[src/rtl/async_fifo_pkg.sv]
// Shared parameters and width helpers for the async FIFO read-side drain.
// Pure constants and constant functions; no logic or state.
package async_fifo_pkg;

    localparam int DATAWIDTH_DEF = 16;
    localparam int RD_LAT_DEF    = 1;

    function automatic int clog2(input int v);
        int r;
        r = 0;
        for (int i = 0; i < 31; i++) begin
            if ((1 << i) < v) r = i + 1;
        end
        return r;
    endfunction

    // Width able to hold the values 0..depth inclusive.
    function automatic int lvl_w(input int depth);
        return clog2(depth + 1);
    endfunction

    function automatic int ptr_w(input int depth);
        return (depth <= 1) ? 1 : clog2(depth);
    endfunction

endpackage

[src/rtl/async_fifo_rd_buf.sv]
// Synchronous first-word-fall-through buffer: head always shows the oldest entry.
// Latency: a word pushed on an edge is visible at head after that edge.
// Backpressure: none internally; the producer must never push into a full buffer without a pop.
module async_fifo_rd_buf
    import async_fifo_pkg::*;
#(
    parameter int DW    = DATAWIDTH_DEF,
    parameter int DEPTH = RD_LAT_DEF + 2,
    localparam int LW   = lvl_w(DEPTH),
    localparam int PW   = ptr_w(DEPTH)
) (
    input  logic          rclk,
    input  logic          rrst,
    input  logic          push,
    input  logic [DW-1:0] push_data,
    input  logic          pop,
    output logic [DW-1:0] head,
    output logic [LW-1:0] level
);

    logic [DW-1:0] mem [DEPTH];
    logic [PW-1:0] wr_ptr;
    logic [PW-1:0] rd_ptr;

    function automatic logic [PW-1:0] ptr_next(input logic [PW-1:0] p);
        return (p == PW'(DEPTH - 1)) ? '0 : p + 1'b1;
    endfunction

    always_ff @(posedge rclk or posedge rrst) begin
        if (rrst) begin
            for (int i = 0; i < DEPTH; i++) mem[i] <= '0;
            wr_ptr <= '0;
            rd_ptr <= '0;
            level  <= '0;
        end else begin
            if (push) begin
                mem[wr_ptr] <= push_data;
                wr_ptr      <= ptr_next(wr_ptr);
            end
            if (pop) rd_ptr <= ptr_next(rd_ptr);
            case ({push, pop})
                2'b10:   level <= level + 1'b1;
                2'b01:   level <= level - 1'b1;
                default: level <= level;
            endcase
        end
    end

    assign head = mem[rd_ptr];

    a_no_overflow: assert property (@(posedge rclk) disable iff (rrst)
        !(push && !pop && level == LW'(DEPTH)));
    a_no_underflow: assert property (@(posedge rclk) disable iff (rrst)
        !(pop && level == '0));

endmodule

[src/rtl/async_fifo_rd_drain.sv]
// Drains the read side of the async FIFO into a valid/ready stream, with an incrementing-sequence checker.
// Latency: first word reaches m_valid RD_LAT+1 cycles after its ren; 1 word/cycle sustained.
// Backpressure: ren is credit-gated on in-flight + buffered words, so m_ready low stalls pops without loss.
module async_fifo_rd_drain
    import async_fifo_pkg::*;
#(
    parameter int                   DATAWIDTH = DATAWIDTH_DEF,
    parameter int                   RD_LAT    = RD_LAT_DEF,
    parameter int                   BUF_DEPTH = RD_LAT + 2,
    parameter logic [DATAWIDTH-1:0] SEQ_INIT  = '0,
    parameter int                   CNT_W     = 32,
    localparam int                  LVL_W     = lvl_w(BUF_DEPTH)
) (
    input  logic                 rclk,
    input  logic                 rrst,
    input  logic                 rempty,
    input  logic [DATAWIDTH-1:0] rdata,
    output logic                 ren,
    output logic                 m_valid,
    output logic [DATAWIDTH-1:0] m_data,
    input  logic                 m_ready,
    input  logic                 chk_en,
    output logic                 err_seq,
    output logic                 err_sticky,
    output logic [CNT_W-1:0]     word_cnt,
    output logic [LVL_W-1:0]     buf_level
);

    localparam int SUM_W = lvl_w(BUF_DEPTH + RD_LAT);

    logic [RD_LAT-1:0]    inflight;
    logic [SUM_W-1:0]     used;
    logic [DATAWIDTH-1:0] exp_val;
    logic                 hs;

    // Credits depend only on registered state and rempty, never on m_ready.
    always_comb begin
        used = SUM_W'(buf_level);
        for (int i = 0; i < RD_LAT; i++) used = used + SUM_W'(inflight[i]);
    end

    assign ren     = !rrst && !rempty && (used < SUM_W'(BUF_DEPTH));
    assign m_valid = (buf_level != '0);
    assign hs      = m_valid && m_ready;

    async_fifo_rd_buf #(
        .DW    (DATAWIDTH),
        .DEPTH (BUF_DEPTH)
    ) u_buf (
        .rclk      (rclk),
        .rrst      (rrst),
        .push      (inflight[RD_LAT-1]),
        .push_data (rdata),
        .pop       (hs),
        .head      (m_data),
        .level     (buf_level)
    );

    always_ff @(posedge rclk or posedge rrst) begin
        if (rrst) begin
            inflight   <= '0;
            err_seq    <= 1'b0;
            err_sticky <= 1'b0;
            word_cnt   <= '0;
            exp_val    <= SEQ_INIT;
        end else begin
            inflight[0] <= ren;
            for (int i = 1; i < RD_LAT; i++) inflight[i] <= inflight[i-1];
            err_seq <= 1'b0;
            if (hs) begin
                word_cnt <= word_cnt + 1'b1;
                // Resync to the observed word so a single drop reports once.
                exp_val  <= m_data + 1'b1;
                if (chk_en && (m_data != exp_val)) begin
                    err_seq    <= 1'b1;
                    err_sticky <= 1'b1;
                end
            end
        end
    end

endmodule

[config.mk]
export PLATFORM = sky130hd
export DESIGN_NAME = async_fifo_rd_drain
export DESIGN_NICKNAME = d
export VERILOG_FILES = /design/src/rtl/async_fifo_pkg.sv /design/src/rtl/async_fifo_rd_buf.sv /design/src/rtl/async_fifo_rd_drain.sv
export SDC_FILE = /design/constraint.sdc
export NUM_CORES = 1
export LEC_CHECK = 0
export BUFFER_PORTS_ARGS = -buffer_cell sky130_fd_sc_hd__buf_2
export CORE_MARGIN = 3
export CORE_UTILIZATION = 50
export DETAILED_ROUTE_END_ITERATION = 16
export PLACE_DENSITY = 0.72
export REMOVE_ABC_BUFFERS = 1
export SETUP_SLACK_MARGIN = 0.05
export SYNTH_ARGS = -nofsm -noshare
export SYNTH_HDL_FRONTEND = slang
export SYNTH_SLANG_ARGS = --single-unit
[constraint.sdc]
create_clock -name rclk -period 4 [get_ports rclk]
set_input_delay 0.4 -clock rclk [delete_from_list [all_inputs] [get_ports rclk]]
set_output_delay 0.4 -clock rclk [all_outputs]
set_load 0.05 [all_outputs]
==> flow_metrics.py <==
metrics = {
    "status": {
        "status": "finished clean",
    },
    "final_layout": {
        "fin_area_mm2": 0.00573,
        "instances_no_fill": 636,
        "utilization_pct": 58.3,
        "final_cell_mix": "105 x dfrtp_1, 74 x buf_2, 51 x xnor2_1",
        "drive_above_1_share_pct": 32.8,
        "syn2layout_area_growth_pct": 12.7,
        "final_nets": 525,
        "final_common_cell": "dfrtp_1",
        "antenna_cells": 0,
    },
    "sta": {
        "maxSlewHeadroom_pct": 35.1,
        "setup-tns-final_ns": 0,
        "finClkSkew_ns": 0.0153,
        "rsz0062_at_grt": "no",
        "worstMarginPinSlew_ns": 0.971,
        "finalCritPeriodShare_pct": 72.7,
        "hold_viol": 0,
        "slew_viol_final": 0,
        "worst_slack_ns": 1.09,
        "finalCriticalPeriod_ns": 2.91,
        "setup_viol": 0,
        "hold_ws_ns": 0.217,
        "fmax_mhz": 344,
    },
    "route": {
        "wl_met3_um": 339,
        "drt_iter0_drc": 131,
        "firstDrtPassIters": 4,
        "vias_per_cell": 5.33,
        "routed_wl_um": 10400,
        "wl_met2_um": 4950,
        "antenna_left": 0,
        "wl_per_cell_um": 16.4,
        "wl_met1_um": 5040,
        "routed.top_layer": "met4",
        "routed-via-count": 3393,
        "drc": 0,
    },
    "yosys": {
        "post_synth_inst_count": 425,
        "synth-simple-area-share_pct": 14.4,
        "avgSynthCellArea_um2": 12.0,
        "synth_top_family_by_area": "simple AND/OR/NAND/NOR gates",
        "synth_top_area_cell": "dfrtp_1",
        "ys_warn_count": 0,
        "yosys.area.top_type_share_pct": 51.7,
        "async_flop_share_pct": 100,
        "synthTopCellsByArea": "dfrtp_1 52%, mux2_2 11%, xnor2_1 8.8%",
        "synth.cell_area_mm2": 0.00508,
        "synth-main-ff-cell": "dfrtp_1",
        "synth_mux_area_share_pct": 14.2,
        "synth_edf_count": 0,
        "ys_types": 47,
        "synthAdderAreaFrac_pct": 1.23,
        "yosys_register_bits": 105,
        "synth_seq_area_share_pct": 51.7,
        "synth_xor_xnor_area_share_pct": 10.2,
        "synth_compound_area_share_pct": 5.71,
    },
    "place": {
        "dp_cells": 621,
        "numPortBuffers": 74,
        "dpl_cell_area_mm2": 0.00557,
        "gp_congestion": 0.821,
        "dp_hpwl_um": 7450,
        "place_ws_ns": 1.21,
    },
    "worst_setup_path": {
        "crit_path_max_incr_delay_ns": 0.96,
        "rr_endpoint": "exp_val[15]",
        "r2r_start": "u_buf.rd_ptr[0]",
        "r2r_cells": 6,
        "reg2reg_setup_slack_ns": 1.23,
        "start_kind": "flop",
        "end_kind": "output port",
        "crit_type": "reg2out",
        "path_cells": "buf_4 -> mux2i_1 -> o21ai_1 -> buf_2",
        "worst-path-max-fanout": 25,
        "cp.arrival_ns": 2.51,
        "slowest_stage": "dfrtp_1",
        "critPathRequiredTime_ns": 3.60,
    },
    "clock_tree": {
        "ctsHoldBuffers": 0,
        "htree_levels": 3,
        "cts_resized": 0,
        "cts_sinks": 105,
        "clock-root-buffer": "clkbuf_8",
        "cts_buffer_depth": 2,
        "clk_latency_ns": 0.37,
        "cts_setup_buffers": 0,
        "cts_made_buffers": 9,
        "cts_tree": "yes",
        "clk_pin_slew_worst_paths_ns": 0.09,
    },
    "worst_hold_path": {
        "hp-class": "in2reg",
        "hp-start": "rempty",
        "hold-path-cell-count": 2,
        "hold_end": "inflight",
    },
    "floorplanning": {
        "die_width_um": 107,
        "initial_core_util_pct": 51.7,
        "fp.coreArea_mm2": 0.00982,
        "num_rows": 36,
        "die_h_um": 107,
        "io_pins": 75,
        "dieArea_mm2": 0.0114,
    },
    "pwr": {
        "ir_drop_mv": 0.593,
        "finalPower_mw": 5.07,
        "total_leakage_power_nw": 2.54,
        "power_density_mw_per_mm2": 886,
    },
    "grt": {
        "antenna_found_initial": 0,
        "grt_max_degree": 76,
        "grt_pass1_wl_um": 17500,
        "grt_usage_pct": 19.4,
        "grt-ovfl-total": 0,
        "grt_pass1_vias": 3399,
    },
    "flow_run": {
        "maxCapViolCount": 0,
    },
}
[cell families (layout without fill, tap and decap cells)]
| logic type | count (synthesis) | in the layout |
|---|---|---|
| simple gates | 123 | 123 |
| flops | 105 | 105 |
| mux | 65 | 65 |
| xor+xnor | 59 | 59 |
| compound gates | 43 | 43 |
| buf+inv | 25 | 103 |
| fa+ha+maj | 5 | 5 |
[cell type report]
class	count	area [um^2]
multi-input combinational	295	2330
fill	905	4090
tap	133	166
timing repair buffer	79	408
clock inverter	4	28.8
inverter	9	36.3
clock buffer	11	131
sequential	105	2630
[registers in the layout, summed over array words and instances, names as in the netlist]
signal        flops
u_buf.mem        48
word_cnt         32
exp_val          16
u_buf.level       2
u_buf.rd_ptr      2
u_buf.wr_ptr      2
err_seq           1
err_sticky        1
inflight          1
[worst max path at each step]
stage,from,to,cells past startpoint
2_1_floorplan,u_buf.level[0],ren,3
3_3_place_gp,u_buf.rd_ptr[0],exp_val[8],7
3_5_place_dp,u_buf.rd_ptr[0],exp_val[15],6
4_1_cts,u_buf.rd_ptr[0],m_data[7],4
5_1_grt,u_buf.level[0],word_cnt[27],8
6_report,u_buf.rd_ptr[0],m_data[12],4
[metal layers]
metal,track usage [%],vias to the layer above
met2,30.6,56
met4,4.57,0
li1,-,1651
met3,3.91,9
met5,0,-
met1,27.9,1677
[Yosys cell counts (all sizes together) (2+ instances only)]
master	number
nand3	15
nand3b	15
xnor2	51
dfrtp	105
mux2	48
nor3	7
a31oi	2
or2	2
nand2	37
nand4	16
nor4	6
o21ai	30
and2	2
mux2i	17
a21o	2
inv	9
clkbuf	4
o31ai	3
ha	5
xor2	8
buf	12
nor2	12
and3	3
and4	4
[critical path, delay by kind of cell, from the launching register on]
| kind | cells | cell delay, ns |
|---|---|---|
| AO/OA/AOI/OAI | 1 | 0.39 |
| buffers and inverters | 2 | 0.69 |
| flip-flops | 1 | 0.96 |
| multiplexers | 1 | 0.10 |
[report_power, final]
group | switching [mW] | internal (mW)
Clock | 0.358 | 0.225
Combinational | 1.75 | 0.949
Sequential | 0.339 | 1.45
Note: power is estimated with default switching activity, not from simulation.
